--- config.mk ---
export PLATFORM = sky130hd
export DESIGN_NAME = conv_dw_window_streamer_flat
export DESIGN_NICKNAME = d
export VERILOG_FILES = /design/src/rtl/conv_ds_pkg.sv /design/src/rtl/conv_dw_window_streamer_if.sv /design/src/rtl/conv_tap_fifo2.sv /design/src/rtl/conv_dw_window_streamer.sv /design/src/flat_wrapper.sv
export SDC_FILE = /design/constraint.sdc
export NUM_CORES = 1
export LEC_CHECK = 0
export CAP_MARGIN = 20
export CORE_MARGIN = 8
export CORE_UTILIZATION = 32
export DETAILED_ROUTE_END_ITERATION = 10
export PLACE_DENSITY_LB_ADDON = 0.3
export SYNTH_ARGS = -nofsm -noshare
export SYNTH_HDL_FRONTEND = slang
export SYNTH_SLANG_ARGS = --single-unit
--- constraint.sdc ---
create_clock -name clk -period 3.4 [get_ports clk]
set_input_delay 0.34 -clock clk [delete_from_list [all_inputs] [get_ports clk]]
set_output_delay 0.34 -clock clk [all_outputs]
set_load 0.01 [all_outputs]
--- src/rtl/conv_ds_pkg.sv ---
// Shared types for the depthwise conv feeder: default word width, tap beat and FSM state.
package conv_ds_pkg;

  localparam int DS_DATA_W = 32;

  typedef struct packed {
    logic [DS_DATA_W-1:0] data;
    logic [DS_DATA_W-1:0] weight;
    logic                 last_tap;
    logic                 last_window;
  } tap_beat_t;

  typedef enum logic [1:0] {
    IDLE  = 2'd0,
    RUN   = 2'd1,
    DRAIN = 2'd2
  } state_e;

endpackage

--- src/rtl/conv_dw_window_streamer_if.sv ---
// Tap stream from the window streamer to the conv core (valid/ready with window flags).
interface conv_dw_window_streamer_if #(
  parameter int DATA_W = 32
);
  logic              valid_out;
  logic              ready_in;
  logic [DATA_W-1:0] input_data;
  logic [DATA_W-1:0] weight_data;
  logic              last_tap;
  logic              last_window;

  modport master (
    output valid_out, input_data, weight_data, last_tap, last_window,
    input  ready_in
  );

  modport slave (
    input  valid_out, input_data, weight_data, last_tap, last_window,
    output ready_in
  );
endinterface

--- src/rtl/conv_tap_fifo2.sv ---
// Two-entry synchronous FIFO for returned tap beats; simultaneous push/pop when full is allowed.
module conv_tap_fifo2
  import conv_ds_pkg::*;
#(
  parameter type T = tap_beat_t
) (
  input  logic       clk,
  input  logic       rst_n,
  input  logic       push_i,
  input  T           wdata_i,
  input  logic       pop_i,
  output T           rdata_o,
  output logic       full_o,
  output logic       empty_o,
  output logic [1:0] count_o
);

  T           mem_q [2];
  logic       wr_ptr_q;
  logic       rd_ptr_q;
  logic [1:0] count_q;
  logic [1:0] count_d;

  always_comb begin
    count_d = count_q;
    case ({push_i, pop_i})
      2'b10:   count_d = count_q + 2'd1;
      2'b01:   count_d = count_q - 2'd1;
      default: count_d = count_q;
    endcase
  end

  always_ff @(posedge clk or negedge rst_n) begin
    if (!rst_n) begin
      mem_q[0] <= '0;
      mem_q[1] <= '0;
      wr_ptr_q <= 1'b0;
      rd_ptr_q <= 1'b0;
      count_q  <= 2'd0;
    end else begin
      if (push_i) begin
        mem_q[wr_ptr_q] <= wdata_i;
        wr_ptr_q        <= ~wr_ptr_q;
      end
      if (pop_i) begin
        rd_ptr_q <= ~rd_ptr_q;
      end
      count_q <= count_d;
    end
  end

  assign rdata_o = mem_q[rd_ptr_q];
  assign empty_o = (count_q == 2'd0);
  assign full_o  = (count_q == 2'd2);
  assign count_o = count_q;

endmodule

--- src/rtl/conv_dw_window_streamer.sv ---
// Walks KxK windows over an activation tile and streams (activation, weight) tap pairs.
// Define CONV_DW_PAD_EN for zero padding of K/2 (same-size output).
module conv_dw_window_streamer
  import conv_ds_pkg::*;
#(
  parameter int DATA_W = DS_DATA_W,
  parameter int IMG_W  = 8,
  parameter int IMG_H  = 8,
  parameter int K      = 3,
  parameter int ADDR_W = 8
) (
  input  logic              clk,
  input  logic              rst_n,
  input  logic              start,
  output logic              busy,
  output logic              done,
  output logic              act_rd_en,
  output logic [ADDR_W-1:0] act_rd_addr,
  input  logic [DATA_W-1:0] act_rd_data,
  output logic              wgt_rd_en,
  output logic [ADDR_W-1:0] wgt_rd_addr,
  input  logic [DATA_W-1:0] wgt_rd_data,
  conv_dw_window_streamer_if.master strm
);

`ifdef CONV_DW_PAD_EN
  localparam int P  = K / 2;
  localparam int OW = IMG_W;
  localparam int OH = IMG_H;
`else
  localparam int OW = IMG_W - K + 1;
  localparam int OH = IMG_H - K + 1;
`endif

  localparam logic [ADDR_W-1:0] KM1  = ADDR_W'(K - 1);
  localparam logic [ADDR_W-1:0] OWM1 = ADDR_W'(OW - 1);
  localparam logic [ADDR_W-1:0] OHM1 = ADDR_W'(OH - 1);
  localparam logic [ADDR_W-1:0] ONE  = ADDR_W'(1);

  typedef struct packed {
    logic [DATA_W-1:0] data;
    logic [DATA_W-1:0] weight;
    logic              last_tap;
    logic              last_window;
  } beat_t;

  state_e            state_q, state_d;
  logic [ADDR_W-1:0] kx_q, kx_d, ky_q, ky_d, ox_q, ox_d, oy_q, oy_d;
  logic              done_q, done_d;
  logic              rd_vld_q, rd_lt_q, rd_lw_q;
  logic              issue, pop, slot_ok, tap_last, win_last;
  logic              fifo_full, fifo_empty;
  logic [1:0]        fifo_count;
  beat_t             push_beat, head;

  // A slot is free unless FIFO plus in-flight read already hold two beats; a same-cycle pop frees one.
  assign pop      = !fifo_empty && strm.ready_in;
  assign slot_ok  = (fifo_full || (fifo_count == 2'd1 && rd_vld_q)) ? pop : 1'b1;
  assign issue    = (state_q == RUN) && slot_ok;
  assign tap_last = (kx_q == KM1) && (ky_q == KM1);
  assign win_last = (ox_q == OWM1) && (oy_q == OHM1);

`ifdef CONV_DW_PAD_EN
  localparam int SW = ADDR_W + 2;
  localparam logic signed [SW-1:0] PS = SW'(P);
  localparam logic signed [SW-1:0] HS = SW'(IMG_H);
  localparam logic signed [SW-1:0] WS = SW'(IMG_W);

  logic signed [SW-1:0] ay, ax;
  logic                 act_inb;
  logic                 rd_zero_q;

  assign ay      = $signed({2'b00, oy_q}) + $signed({2'b00, ky_q}) - PS;
  assign ax      = $signed({2'b00, ox_q}) + $signed({2'b00, kx_q}) - PS;
  assign act_inb = !ay[SW-1] && (ay < HS) && !ax[SW-1] && (ax < WS);

  assign act_rd_en   = issue && act_inb;
  assign act_rd_addr = act_inb ? (ay[ADDR_W-1:0] * ADDR_W'(IMG_W) + ax[ADDR_W-1:0]) : '0;
`else
  assign act_rd_en   = issue;
  assign act_rd_addr = (oy_q + ky_q) * ADDR_W'(IMG_W) + ox_q + kx_q;
`endif

  assign wgt_rd_en   = issue;
  assign wgt_rd_addr = ky_q * ADDR_W'(K) + kx_q;

  always_comb begin
    state_d = state_q;
    kx_d    = kx_q;
    ky_d    = ky_q;
    ox_d    = ox_q;
    oy_d    = oy_q;
    done_d  = 1'b0;
    case (state_q)
      IDLE: begin
        if (start) begin
          state_d = RUN;
          kx_d    = '0;
          ky_d    = '0;
          ox_d    = '0;
          oy_d    = '0;
        end
      end
      RUN: begin
        if (issue) begin
          if (kx_q != KM1) begin
            kx_d = kx_q + ONE;
          end else begin
            kx_d = '0;
            if (ky_q != KM1) begin
              ky_d = ky_q + ONE;
            end else begin
              ky_d = '0;
              if (ox_q != OWM1) begin
                ox_d = ox_q + ONE;
              end else begin
                ox_d = '0;
                if (oy_q != OHM1) begin
                  oy_d = oy_q + ONE;
                end else begin
                  oy_d    = '0;
                  state_d = DRAIN;
                end
              end
            end
          end
        end
      end
      DRAIN: begin
        if (fifo_empty && !rd_vld_q) begin
          state_d = IDLE;
          done_d  = 1'b1;
        end
      end
      default: state_d = IDLE;
    endcase
  end

  always_ff @(posedge clk or negedge rst_n) begin
    if (!rst_n) begin
      state_q  <= IDLE;
      kx_q     <= '0;
      ky_q     <= '0;
      ox_q     <= '0;
      oy_q     <= '0;
      done_q   <= 1'b0;
      rd_vld_q <= 1'b0;
      rd_lt_q  <= 1'b0;
      rd_lw_q  <= 1'b0;
    end else begin
      state_q  <= state_d;
      kx_q     <= kx_d;
      ky_q     <= ky_d;
      ox_q     <= ox_d;
      oy_q     <= oy_d;
      done_q   <= done_d;
      rd_vld_q <= issue;
      rd_lt_q  <= tap_last;
      rd_lw_q  <= win_last;
    end
  end

`ifdef CONV_DW_PAD_EN
  always_ff @(posedge clk or negedge rst_n) begin
    if (!rst_n) begin
      rd_zero_q <= 1'b0;
    end else begin
      rd_zero_q <= !act_inb;
    end
  end
`endif

  // SRAM data lands one cycle after issue and is pushed together with the flags captured at issue.
  always_comb begin
    push_beat.data        = act_rd_data;
`ifdef CONV_DW_PAD_EN
    if (rd_zero_q) begin
      push_beat.data = '0;
    end
`endif
    push_beat.weight      = wgt_rd_data;
    push_beat.last_tap    = rd_lt_q;
    push_beat.last_window = rd_lw_q;
  end

  conv_tap_fifo2 #(
    .T (beat_t)
  ) u_fifo (
    .clk     (clk),
    .rst_n   (rst_n),
    .push_i  (rd_vld_q),
    .wdata_i (push_beat),
    .pop_i   (pop),
    .rdata_o (head),
    .full_o  (fifo_full),
    .empty_o (fifo_empty),
    .count_o (fifo_count)
  );

  assign busy             = (state_q != IDLE);
  assign done             = done_q;
  assign strm.valid_out   = !fifo_empty;
  assign strm.input_data  = head.data;
  assign strm.weight_data = head.weight;
  assign strm.last_tap    = head.last_tap;
  assign strm.last_window = head.last_window;

endmodule

--- src/flat_wrapper.sv ---
// flat-port wrapper written by rule: the top's interface ports become plain ports
module conv_dw_window_streamer_flat import conv_ds_pkg::*;
#(
  parameter int DATA_W = DS_DATA_W,
  parameter int IMG_W  = 8,
  parameter int IMG_H  = 8,
  parameter int K      = 3,
  parameter int ADDR_W = 8
)
  (clk, rst_n, start, busy, done, act_rd_en, act_rd_addr, act_rd_data, wgt_rd_en, wgt_rd_addr, wgt_rd_data, strm_valid_out, strm_input_data, strm_weight_data, strm_last_tap, strm_last_window, strm_ready_in);
  conv_dw_window_streamer_if #(.DATA_W(DATA_W)) strm_i ();
  input  logic clk;
  input  logic rst_n;
  input  logic start;
  output logic busy;
  output logic done;
  output logic act_rd_en;
  output logic [ADDR_W-1:0] act_rd_addr;
  input  logic [DATA_W-1:0] act_rd_data;
  output logic wgt_rd_en;
  output logic [ADDR_W-1:0] wgt_rd_addr;
  input  logic [DATA_W-1:0] wgt_rd_data;
  output wire logic [$bits(strm_i.valid_out)-1:0] strm_valid_out;
  output wire logic [$bits(strm_i.input_data)-1:0] strm_input_data;
  output wire logic [$bits(strm_i.weight_data)-1:0] strm_weight_data;
  output wire logic [$bits(strm_i.last_tap)-1:0] strm_last_tap;
  output wire logic [$bits(strm_i.last_window)-1:0] strm_last_window;
  input wire logic [$bits(strm_i.ready_in)-1:0] strm_ready_in;
  assign strm_valid_out = strm_i.valid_out;
  assign strm_input_data = strm_i.input_data;
  assign strm_weight_data = strm_i.weight_data;
  assign strm_last_tap = strm_i.last_tap;
  assign strm_last_window = strm_i.last_window;
  assign strm_i.ready_in = strm_ready_in;
  conv_dw_window_streamer #(.DATA_W(DATA_W), .IMG_W(IMG_W), .IMG_H(IMG_H), .K(K), .ADDR_W(ADDR_W)) u_core (.clk(clk), .rst_n(rst_n), .start(start), .busy(busy), .done(done), .act_rd_en(act_rd_en), .act_rd_addr(act_rd_addr), .act_rd_data(act_rd_data), .wgt_rd_en(wgt_rd_en), .wgt_rd_addr(wgt_rd_addr), .wgt_rd_data(wgt_rd_data), .strm(strm_i));
endmodule
==> impl_metrics.py <==
metrics = {
    "logic_synthesis": {
        "synth-edff-count": 0,
        "synth_area_leaders": "dfrtp_1, mux2_2, ha_1",
        "synth_fa_ha_area_frac": 0.0860,
        "synthFlopType": "dfrtp_1",
        "synth_cells": 696,
        "synth-simple-area-share": 0.0562,
        "avgSynthCellArea_um2": 12.7,
        "ys_seq_area_frac": 0.492,
        "yosys.area.top_type": "dfrtp_1",
        "yosys_warnings": 0,
        "ys_top_cells_by_count": "mux2_2, dfrtp_1, ha_1",
        "synth.most_common_cell": "mux2_2",
        "synth_xor_xnor_area_share": 0.0317,
        "muxShareOfSynthArea": 0.252,
        "synth_compound_area_frac": 0.0529,
        "syn_area_um2": 8840,
        "synth_cell_type_count": 42,
        "syn_nets": 817,
        "ys_seq_elements": 174,
        "synth_top_family_by_area": "multiplexers",
        "async_flop_share": 1.00,
        "yosysTopAreaCellShare": 0.492,
    },
    "clock_tree": {
        "cts_tree": "yes",
        "cts_sinks": 174,
        "clockBufferDepth": 2,
        "cts.clk_slew.worst_paths_ns": 0.08,
        "cts_root_buf": "clkbuf_16",
        "ctsHtreeMaxLevel": 4,
        "cts_buffers": 17,
        "clock_latency_ns": 0.43,
    },
    "worst_setup_path": {
        "critPathSlowestCell": "fa_1",
        "worstSetupPathType": "flip-flop to output pin",
        "crit_path_max_fanout": 2,
        "max_stage_delay_ns": 0.49,
        "arrival_ns": 3.01,
        "start_kind": "flip-flop",
        "cp.required_ns": 3.06,
        "cp-end-kind": "output pin",
        "crit_chain": "ha_2 > fa_1 > inv_1 > fa_1 > inv_2 > ha_4 > inv_2 > nor2_2 > nor2_2 > o21ai_2 > xnor2_1 > buf_2",
    },
    "drt": {
        "routed_wl_um": 20700,
        "via_per_inst": 4.80,
        "wl_per_cell_um": 17.0,
        "firstDrtPassIters": 4,
        "drc": 0,
        "detail-route-antenna-nets": 0,
        "first_iter_violations": 231,
        "vias": 5869,
    },
    "pwr": {
        "power.density_nw_per_um2": 1020,
        "p_leak_nw": 4.94,
        "vdd_drop_max_uv": 924,
    },
    "placed_design": {
        "port-buffer-count": 154,
        "place_congestion": 0.770,
        "pre_cts_slack_ns": -0.0115,
        "hpwl_um": 14500,
    },
    "finish": {
        "final_layout_size_suffix_gt1_frac": 0.326,
        "area_delta_synth_final_pct": 31.2,
        "fill_cells": 2584,
        "final_net_count": 984,
        "antenna_cells": 0,
    },
    "floorplan": {
        "initial_utilization": 0.322,
        "core_area_um2": 27500,
        "die_y_um": 182,
        "die_w_um": 182,
        "io_pins": 155,
        "die_area_um2": 33200,
        "fp-row-count": 61,
    },
    "hold_path": {
        "worst_hold_path_type": "input port to asynchronous set/reset pin",
    },
    "timing": {
        "worst_pin_slew_ns": 1.02,
        "fin_skew_ns": 0.0136,
        "min_period_ns": 3.35,
        "setup_ws_ns": 0.0547,
        "slew_viol_final": 0,
        "fmax_mhz": 299,
        "hold_violations": 0,
        "fin_crit_sh": 0.984,
        "grt_setup_unrepaired": "yes",
        "finalSetupViolCount": 0,
        "final.setup.tns_ns": 0,
        "relSlewSlack": 0.320,
    },
    "global_routing": {
        "grt_start_max_net_pins": 77,
        "grt_overflow_total": 0,
        "first_global_vias": 6256,
        "track_usage": 0.127,
        "antenna_found_initial": 0,
        "grt_pass1_wl_um": 34100,
    },
    "status": {
        "status": "complete, no violations",
    },
    "flow_run": {
        "maxCapViolations": 0,
    },
}
[cells in the final DEF, fill, tap and decap left out, types with 4 or more instances in the layout]
| cell type | Yosys | final |
|---|---|---|
| nor3_1 | 8 | 8 |
| nor2_1 | 24 | 21 |
| a31oi_1 | 4 | 4 |
| clkbuf_16 | 0 | 17 |
| nor2b_1 | 4 | 4 |
| a21oi_2 | 1 | 5 |
| inv_8 | 0 | 4 |
| dfrtp_1 | 174 | 173 |
| fa_1 | 13 | 12 |
| a21oi_1 | 15 | 11 |
| nand2b_1 | 5 | 5 |
| mux2_2 | 198 | 198 |
| nand3_1 | 13 | 13 |
| xnor2_1 | 28 | 26 |
| o21ai_0 | 29 | 27 |
| nand4_1 | 7 | 7 |
| xor2_1 | 4 | 4 |
| inv_6 | 0 | 4 |
| inv_2 | 1 | 4 |
| o31ai_1 | 10 | 10 |
| a21o_1 | 7 | 7 |
| and3_1 | 5 | 5 |
| buf_4 | 1 | 18 |
| inv_1 | 35 | 32 |
| nand2_1 | 21 | 20 |
| ha_1 | 40 | 36 |
| clkinv_8 | 0 | 5 |
| clkdlybuf4s50_1 | 0 | 145 |
[metal layers]
layer  up-vias  GRT usage  part of all wire
met4         0     0.0390             0.016
met5         -          0                 0
met3        20     0.0316             0.046
met2       130      0.204              0.47
li1       2801          -                 -
met1      2918      0.168              0.47
[flip-flops by register name, summed over array words and instances, names as in the netlist, 2 cells and up]
register and count:
u_core.state_q 2, u_core.ky_q 8, u_core.oy_q 8, u_core.ox_q 8
u_core.u_fifo.count_o 2, u_core.kx_q 8, u_core.u_fifo.mem_q 132
[worst max-delay path: cells and delay by family (launching register included)]
kind	cells	cell delay [ns]
fa+ha+maj	4	1.43
flops	1	0.39
buf+inv	4	0.29
simple gates	2	0.19
compound gates	1	0.15
xor+xnor	1	0.13
[report_power, final]
group	internal (mW)	total (mW)	leakage (nW)	switching, mW
sequential	2.97	3.54	2.10	0.561
combinational	3.66	6.28	2.54	2.62
clock	1.07	2.03	0.305	0.960
total	7.70	11.8	4.94	4.14
[timing repair]
item                                   4_1_cts  5_1_grt
hold buffers                                 1        0
resized for setup                           23       19
buffers inserted                             2        1
endpoints found under the hold margin       74        0
pin swaps                                    4        6
setup endpoints to repair                    7        7
[stage by stage]
step | cells | util | instance area, µm² | hold WS (ns) | total power [mW]
floorplan | 696 | - | 8840 | 0.0444 | 7.13
global placement | 1187 | 0.396 | 10900 | 0.428 | 9.87
detailed placement | 1187 | 0.396 | 10900 | 0.417 | 9.94
CTS | 1222 | 0.420 | 11600 | 0.487 | 12.0
global route | 1222 | 0.422 | 11600 | 0.514 | 12.7
finish | 1222 | 0.422 | 11600 | 0.481 | 11.8
[final timing paths]
path	from	slack [ns]	cells after the start	to
setup / recovery	u_core.oy_q[0]$_DFFE_PN0P_	0.05	12	act_rd_addr[7]
hold / removal	rst_n	0.48	2	u_core.u_fifo.mem_q[10]$_DFFE_PN0P_
setup reg to reg	u_core.kx_q[0]$_DFFE_PN0P_	0.77	8	u_core.oy_q[5]$_DFFE_PN0P_
hold reg to reg	u_core.oy_q[7]$_DFFE_PN0P_	0.49	1	u_core.oy_q[7]$_DFFE_PN0P_
max in group asynchronous	rst_n	1.84	3	u_core.u_fifo.mem_q[61]$_DFFE_PN0P_
min in group clk	u_core.oy_q[7]$_DFFE_PN0P_	0.49	1	u_core.oy_q[7]$_DFFE_PN0P_
[final cells by class]
| type | instances | area (µm²) | area share |
|---|---|---|---|
| clock buffer | 17 | 425 | 0.0367 |
| timing repair buffer | 176 | 1710 | 0.148 |
| multi-input combinational | 458 | 4330 | 0.374 |
| clock inverter | 15 | 200 | 0.0173 |
| sequential | 174 | 4360 | 0.376 |
| tap | 346 | 433 | 0.0373 |
| inverter | 36 | 135 | 0.0117 |
[cell families (layout without fill, tap and decap cells)]
family,after synthesis,in the layout
multiplexers,198,198
flip-flops,174,174
XOR/XNOR,32,32
AND/OR/NAND/NOR,98,98
buffers and inverters,64,244
adder cells (fa/ha/maj),53,53
AO/OA/AOI/OAI,77,77
(Power assumes the default switching activity.)
